$ cat src/rtl/ioctl_sdram_writer.sv
// Packs the data_io byte download stream into 16-bit SDRAM word writes with byte enables,
// buffers them in a small FIFO and paces data_io through clkref_n.
module ioctl_sdram_writer #(
   parameter int unsigned FIFO_AW    = 3,
   parameter logic [24:0] BASE_ADDR  = 25'd0,
   parameter int unsigned CLKREF_DIV = 4,
   parameter logic [7:0]  INDEX_SEL  = 8'hFF
) (
   input  logic        clk_sys,
   input  logic        reset,
   input  logic        ioctl_download,
   input  logic [7:0]  ioctl_index,
   input  logic        ioctl_wr,
   input  logic [24:0] ioctl_addr,
   input  logic [7:0]  ioctl_dout,
   output logic        clkref_n,
   output logic        mem_req,
   input  logic        mem_ack,
   output logic [23:0] mem_addr,
   output logic [15:0] mem_din,
   output logic [1:0]  mem_be,
   output logic        busy,
   output logic        done,
   output logic        overflow
);

   localparam int unsigned DEPTH = 2**FIFO_AW;
   localparam int unsigned DW = (CLKREF_DIV > 2) ? $clog2(CLKREF_DIV) : 1;
   localparam logic [DW-1:0] DIV_LAST = DW'(CLKREF_DIV - 1);
   localparam logic [FIFO_AW:0] THROTTLE_CNT = (FIFO_AW+1)'(DEPTH - 2);

   typedef enum logic [2:0] {S_IDLE, S_ACTIVE, S_FLUSH, S_DRAIN, S_DONE} state_t;

   typedef struct packed {
      logic [23:0] addr;
      logic [15:0] data;
      logic [1:0]  be;
   } entry_t;

   state_t             state;
   entry_t             fifo_mem [DEPTH];
   logic [FIFO_AW-1:0] wr_ptr, rd_ptr;
   logic [FIFO_AW:0]   count;
   logic               pend_valid;
   entry_t             pend;
   logic               dl_q, start_pend;
   logic [DW-1:0]      div_cnt;

   logic [24:0] byte_addr;
   logic [23:0] byte_word;
   logic        byte_lane;
   logic [15:0] byte_data;
   logic [1:0]  byte_be;
   logic        index_ok, dl_rise, fifo_full, merge_hit;
   logic        push_en, do_push, do_pop;
   entry_t      push_entry;

   always_comb begin
      byte_addr  = BASE_ADDR + ioctl_addr;
      byte_word  = byte_addr[24:1];
      byte_lane  = byte_addr[0];
      byte_data  = byte_lane ? {ioctl_dout, 8'h00} : {8'h00, ioctl_dout};
      byte_be    = byte_lane ? 2'b10 : 2'b01;
      index_ok   = (INDEX_SEL == 8'hFF) || (ioctl_index == INDEX_SEL);
      dl_rise    = ioctl_download & ~dl_q;
      fifo_full  = count[FIFO_AW];
      merge_hit  = pend_valid && (pend.addr == byte_word) && ((pend.be & byte_be) == 2'b00);
      push_en    = 1'b0;
      push_entry = pend;
      // Any byte arriving while a word is pending closes that word: either by completing it
      // (merge) or by displacing it, so both cases push exactly one entry.
      if (state == S_ACTIVE && ioctl_wr && pend_valid) begin
         push_en = 1'b1;
         if (merge_hit)
            push_entry = {pend.addr, pend.data | byte_data, 2'b11};
      end else if (state == S_FLUSH && pend_valid) begin
         push_en = 1'b1;
      end
      do_push = push_en & ~fifo_full;
      do_pop  = mem_req & mem_ack;
   end

   always_ff @(posedge clk_sys) begin
      if (do_push)
         fifo_mem[wr_ptr] <= push_entry;
   end

   always_ff @(posedge clk_sys or posedge reset) begin
      if (reset) begin
         state      <= S_IDLE;
         wr_ptr     <= '0;
         rd_ptr     <= '0;
         count      <= '0;
         pend_valid <= 1'b0;
         pend       <= '0;
         dl_q       <= 1'b0;
         start_pend <= 1'b0;
         div_cnt    <= '0;
         clkref_n   <= 1'b1;
         mem_req    <= 1'b0;
         mem_addr   <= '0;
         mem_din    <= '0;
         mem_be     <= '0;
         busy       <= 1'b0;
         done       <= 1'b0;
         overflow   <= 1'b0;
      end else begin
         dl_q <= ioctl_download;

         if (do_push)
            wr_ptr <= wr_ptr + 1'b1;
         if (do_pop)
            rd_ptr <= rd_ptr + 1'b1;
         case ({do_push, do_pop})
            2'b10:   count <= count + 1'b1;
            2'b01:   count <= count - 1'b1;
            default: ;
         endcase

         if (mem_req) begin
            if (mem_ack)
               mem_req <= 1'b0;
         end else if (count != '0) begin
            mem_req <= 1'b1;
            {mem_addr, mem_din, mem_be} <= fifo_mem[rd_ptr];
         end

         clkref_n <= 1'b1;
         div_cnt  <= '0;
         if (dl_rise && index_ok && state != S_IDLE && state != S_ACTIVE)
            start_pend <= 1'b1;

         case (state)
            S_IDLE: begin
               if ((dl_rise && index_ok) || start_pend) begin
                  state      <= S_ACTIVE;
                  busy       <= 1'b1;
                  overflow   <= 1'b0;
                  start_pend <= 1'b0;
               end
            end
            S_ACTIVE: begin
               div_cnt  <= (div_cnt == DIV_LAST) ? '0 : div_cnt + 1'b1;
               clkref_n <= ~(ioctl_download && div_cnt == DIV_LAST && count <= THROTTLE_CNT);
               if (ioctl_wr) begin
                  if (!pend_valid) begin
                     pend       <= {byte_word, byte_data, byte_be};
                     pend_valid <= 1'b1;
                  end else if (fifo_full) begin
                     overflow <= 1'b1;
                  end else if (merge_hit) begin
                     pend_valid <= 1'b0;
                  end else begin
                     pend <= {byte_word, byte_data, byte_be};
                  end
               end
               if (!ioctl_download)
                  state <= S_FLUSH;
            end
            S_FLUSH: begin
               if (!pend_valid || !fifo_full) begin
                  pend_valid <= 1'b0;
                  state      <= S_DRAIN;
               end
            end
            S_DRAIN: begin
               if (count == '0 && !mem_req) begin
                  state <= S_DONE;
                  done  <= 1'b1;
                  busy  <= 1'b0;
               end
            end
            S_DONE: begin
               done  <= 1'b0;
               state <= S_IDLE;
            end
            default: state <= S_IDLE;
         endcase
      end
   end

endmodule

$ cat config.mk
export PLATFORM = sky130hd
export DESIGN_NAME = ioctl_sdram_writer
export DESIGN_NICKNAME = d
export VERILOG_FILES = /design/src/rtl/ioctl_sdram_writer.sv
export SDC_FILE = /design/constraint.sdc
export NUM_CORES = 1
export LEC_CHECK = 0
export CORE_ASPECT_RATIO = 1.2
export CORE_MARGIN = 2
export CORE_UTILIZATION = 40
export CTS_CLUSTER_SIZE = 25
export DETAILED_ROUTE_END_ITERATION = 10
export GPL_TIMING_DRIVEN = 0
export PLACE_DENSITY_LB_ADDON = 0.12
export SLEW_MARGIN = 5
export SYNTH_ARGS = -nofsm -noshare
export SYNTH_HDL_FRONTEND = slang
export SYNTH_SLANG_ARGS = --single-unit
export TNS_END_PERCENT = 10
$ cat constraint.sdc
create_clock -name clk_sys -period 9 [get_ports clk_sys]
set_clock_uncertainty 0.1 [all_clocks]
set_input_delay 2.7 -clock clk_sys [delete_from_list [all_inputs] [get_ports clk_sys]]
set_output_delay 2.7 -clock clk_sys [all_outputs]
set_load 0.01 [all_outputs]
# After elaboration in Yosys (flattened, before gate mapping)
# Memory sizes are Yosys's and may differ from the RTL's. A register that Yosys moved wholly into a read port is not among the register bits.
# Index checks and enable logic that the tools add are counted.
# W data, S select, Z words.
# word_totals
reg_bits	65
ramBits	336
inputBits	46
output_inout_bits	47
word_cells	124
n_memories	1
# memory_table
memory	words	word_bits	rd	rd_ports_with_merged_regs	write_ports	line	text
fifo_mem	8	42	1	1	1	41	entry_t fifo_mem [DEPTH];
# classes
add_sub_neg	5
magnitude_cmp	1
n_eq_ne	18
muxes	42
bitwise_logic	9
reduce_logical	32
# ops
op	count
$mux W42	3
$mux W18	2
$eq A24 B24 Y1	1
$mux W1	23
$mux W16	1
$ne A2 B2 Y1 const B	8
$or A16 B16 Y16	1
$mux W3	4
$pmux W3 S4	1
$logic_and A1 B1 Y1	10
$reduce_bool A2 Y1	5
$pmux W1 S2	4
$pmux W4 S2	1
$reduce_and A4 Y1	2
$add A3 B1 Y3 const B	2
$eq A3 B2 Y1 const B	2
$mux W2	3
$reduce_and A3 Y1	2
$reduce_and A5 Y1	1
$add A4 B1 Y4 const B	1
$eq A2 B2 Y1 const B	2
$le A4 B3 Y1 const B	1
$logic_not A4 Y1	1
$not A1 Y1	4
other kinds (16)	22

# Logic depth before layout (Yosys ltp)
# depth
depth_word	9
mapped_depth	10
mapped_depth_nobuf	9

# Worst setup path after synthesis
# Ideal clock, no wire load.
# synth_path
path_kind	input port to flip-flop
startpoint	in ioctl_wr
endpoint	mem fifo_mem[0][0] in the netlist's numbering (enable)
setup_ns	0.493
arrival_ns	6.395
t_required_ns	8.407
setup_slack_ns	2.012
path_stages	4
n_path_buf	0
path_cell_list	and4bb_2 -> o21ai_0 -> or2_2 -> nor3_1
# synth_between
elab_chain_len	6
# synth_lines
item	line	text
start, declared	13	input logic ioctl_wr,
$logic_and A1 B1 Y1 (2 in a row)	72	if (state == S_ACTIVE && ioctl_wr && pend_valid) begin
$mux W1	72	
$and A1 B1 Y1	79	do_push = push_en & ~fifo_full;
$mux W1	84	if (do_push)
$mux W1 (implied by the code)	85	fifo_mem[wr_ptr] <= push_entry;
end, declared	41	
# No other way between the ends.

# Final worst setup path
# layout_path
startpoint	in ioctl_wr
endpoint	mem fifo_mem[1][3] in the netlist's numbering (enable)
# The elaborated chain is that of the path after synthesis.

==> impl_metrics.sql <==
INSERT INTO impl_metrics (metric_group, metric, value, unit) VALUES
('timing', 'slew_headroom', '0.274', ''),
('placed_design', 'pre_cts_ws', '2830', 'ps'),
('power', 'p_seq_frac', '0.438', ''),
('synth', 'synth.ff_latch_count', '443', ''),
('global_routing', 'grt_max_degree', '80', ''),
('synth', 'synth_top_cell_area_share', '0.583', ''),
('worst_setup_path', 'cp_slowest_cell', 'sky130_fd_sc_hd__nor3_2', ''),
('worst_setup_path', 'cp_cell_sequence', 'clkdlybuf4s50_1 -> and4bb_2 -> o21ai_0 -> inv_1 -> nand2_1 -> nor3_2 -> buf_6 -> buf_4 -> buf_6', ''),
('route', 'route.vias.total', '8720', ''),
('timing', 'unrepaired_setup_endpoints_after_global_routing', 'false', ''),
('synth', 'ys_seq_area_frac', '0.738', ''),
('run_status', 'status', 'completed', ''),
('die', 'ios', '93', ''),
('global_routing', 'globalRouteTotalUtil', '0.181', ''),
('worst_setup_path', 'critPathLaunchType', 'primary input', ''),
('global_routing', 'number_of_antenna_violations_at_the_first_check_in_global_routing', '0', ''),
('synth', 'post_synth_num_cell_types', '41', ''),
('die', 'die_width', '194', 'um'),
('timing', 'final.hold.worst_slack', '336', 'ps'),
('timing', 'period_minus_slack', '5530', 'ps'),
('power', 'vdd_ir_drop_max', '0.154', 'mV'),
('clocking', 'cts_num_sinks', '443', ''),
('finish', 'fin_cells', '1669', ''),
('placed_design', 'place.gp.congestion', '0.729', ''),
('finish', 'most_common_cell_after_layout_fill_and_taps_aside', 'sky130_fd_sc_hd__edfxtp_1', ''),
('clocking', 'insertion_delay', '560', 'ps'),
('clocking', 'cts_hold_buf', '0', ''),
('die', 'initial_core_util', '0.404', ''),
('timing', 'setup_total_negative_slack', '0', 'ps'),
('timing', 'worstMarginPinSlew', '1090', 'ps'),
('die', 'rows', '83', ''),
('placed_design', 'dp_cells', '1583', ''),
('clocking', 'tritoncts', 'done', ''),
('power', 'p_int', '4770', 'uW'),
('power', 'power.combinational.fraction', '0.284', ''),
('synth', 'synth.yosys.warnings', '0', ''),
('worst_setup_path', 'setup.worst_path.end_class', 'register', ''),
('synth', 'synth_simple_gate_area_frac', '0.0384', ''),
('synth', 'muxShareOfSynthArea', '0.162', ''),
('worst_setup_path', 'timing.critical_path.slowest_cell_delay', '730', 'ps'),
('synth', 'synth.cell_area', '17300', 'um2'),
('route', 'drc', '0', ''),
('route', 'dr.pass1.iters', '5', ''),
('clocking', 'post_cts_buffers', '0', ''),
('synth', 'synthAdderAreaFrac', '0.00434', ''),
('timing', 'report.final.hold_viol_count', '0', ''),
('synth', 'synth_async_sr_flop_share', '0.242', ''),
('clocking', 'clock_tree.root_cell', 'sky130_fd_sc_hd__clkbuf_16', ''),
('min_path', 'hold_path_class', 'reg -> reg', ''),
('synth', 'syn_area_per_cell', '18.8', 'um2'),
('finish', 'layout.cells.most_common_list', 'sky130_fd_sc_hd__edfxtp_1 (336), sky130_fd_sc_hd__dfrtp_1 (106), sky130_fd_sc_hd__mux4_2 (84), sky130_fd_sc_hd__clkdlybuf4s50_1 (84), sky130_fd_sc_hd__mux2i_1 (52)', ''),
('placed_design', 'postPlaceCellArea', '19300', 'um2'),
('finish', 'layout_overhead_on_the_synthesized_area', '20.4', '%'),
('timing', 'fraction_of_the_cycle_the_final_worst_path_needs', '0.614', ''),
('route', 'drt.antenna.violating_nets', '0', ''),
('global_routing', 'grt_pass1_vias', '9217', ''),
('synth', 'synthesized_instance_count', '922', ''),
('route', 'totalWireLength', '39700', 'um'),
('finish', 'layout.cell_area.non_filler', '20800', 'um2'),
('timing', 'clock.fmax', '181', 'MHz'),
('clocking', 'clkSlewWorstSetupHoldPaths', '60', 'ps'),
('synth', 'ys_top_cells_by_area', 'sky130_fd_sc_hd__edfxtp_1 (58%), sky130_fd_sc_hd__dfrtp_1 (15%), sky130_fd_sc_hd__mux4_2 (11%)', ''),
('worst_setup_path', 'crit_arrival', '5680', 'ps'),
('clocking', 'clock_path_buffers', '3', ''),
('worst_setup_path', 'worst-setup-path-type', 'in -> reg', ''),
('timing', 'fin_ws', '3470', 'ps'),
('synth', 'number_of_enable_type_register_cells_in_the_synthesized_netlist', '336', ''),
('clocking', 'cts_made_buffers', '46', ''),
('clocking', 'h_tree_level_count', '2', ''),
('route', 'routed_wire_length_per_instance', '23.8', 'um'),
('worst_setup_path', 'critical_path_required', '9150', 'ps');
==> stage by stage <==
stage | util | power, uW
2_1_floorplan | - | 4210
5_1_grt | 0.487 | 7180
6_report | 0.487 | 6810
4_1_cts | 0.487 | 6930
3_5_place_dp | 0.451 | 5010
3_3_place_gp | 0.440 | 4960
==> layout make-up <==
cell class	instances	area (um2)
clock inverter	21	216
buffer	45	184
tap	552	691
clock buffer	64	1300
inverter	14	57.6
fill	3633	22000
antenna	1	2.50
timing repair buffer	109	1270
sequential	443	12800
multi-input combinational	420	4350
==> power by group through the flow <==
stage          Clock, uW  Combinational [uW]  Sequential, uW
2_1_floorplan          0                1220            3000
3_3_place_gp           0                1940            3020
3_5_place_dp           0                1990            3030
4_1_cts             1950                1990            2990
5_1_grt             2030                2120            3030
6_report            1900                1930            2980
==> sequential cells by signal (all words and copies together) (netlist names), 2 cells and up <==
signal and cells:
state 3, mem_din 16, fifo_mem 336, mem_be 2, div_cnt 2, pend 42, rd_ptr 3, count 4
wr_ptr 3, mem_addr 24
==> synthesized netlist by cell type, types with 14 or more instances <==
library cell	instances
sky130_fd_sc_hd__nand2_1	29
sky130_fd_sc_hd__inv_1	14
sky130_fd_sc_hd__mux4_2	84
sky130_fd_sc_hd__mux2i_1	52
sky130_fd_sc_hd__edfxtp_1	336
sky130_fd_sc_hd__dfrtp_1	106
sky130_fd_sc_hd__mux2_2	35
sky130_fd_sc_hd__a21o_1	18
sky130_fd_sc_hd__xnor2_1	28
sky130_fd_sc_hd__a21oi_1	48
sky130_fd_sc_hd__nor2_1	56
sky130_fd_sc_hd__clkbuf_1	29
==> cells by family (layout without fill, tap and decap cells) <==
logic type | after synthesis | in the layout
other | 0 | 1
AOI/OAI and AO/OA | 78 | 78
xor gates and xnor gates | 32 | 32
adders and majority gates | 6 | 6
DFF | 443 | 443
and+or+nand+nor | 133 | 133
buffers and inverters | 59 | 253
muxes | 171 | 171
==> worst paths after layout <==
kind	startpoint	to	slack [ps]	cells after the start
max	ioctl_wr	fifo_mem[1][3]$_DFFE_PP_	3470	9
min	div_cnt[0]$_DFF_PP0_	div_cnt[0]$_DFF_PP0_	340	1
max reg2reg	state[1]$_DFFE_PP0P_	fifo_mem[1][3]$_DFFE_PP_	5470	9
min reg2reg	div_cnt[0]$_DFF_PP0_	div_cnt[0]$_DFF_PP0_	340	1
max in group asynchronous	reset	clkref_n$_DFF_PP1_	5630	3
min in group asynchronous	reset	mem_din[7]$_DFFE_PP0P_	2410	2
==> critical path: cells and delay by family <==
family,cells,cell delay [ps]
buffers and inverters,5,1350
and+or+nand+nor,3,1270
AOI/OAI and AO/OA,1,320
==> routing by layer <==
metal,vias up,global-route usage,share of wire
met4,0,0.0452,0.017
met3,50,0.0321,0.048
li1,3927,-,-
met5,-,0,0
met2,184,0.299,0.49
met1,4559,0.251,0.45
Note: power is estimated with default switching activity, not from simulation.
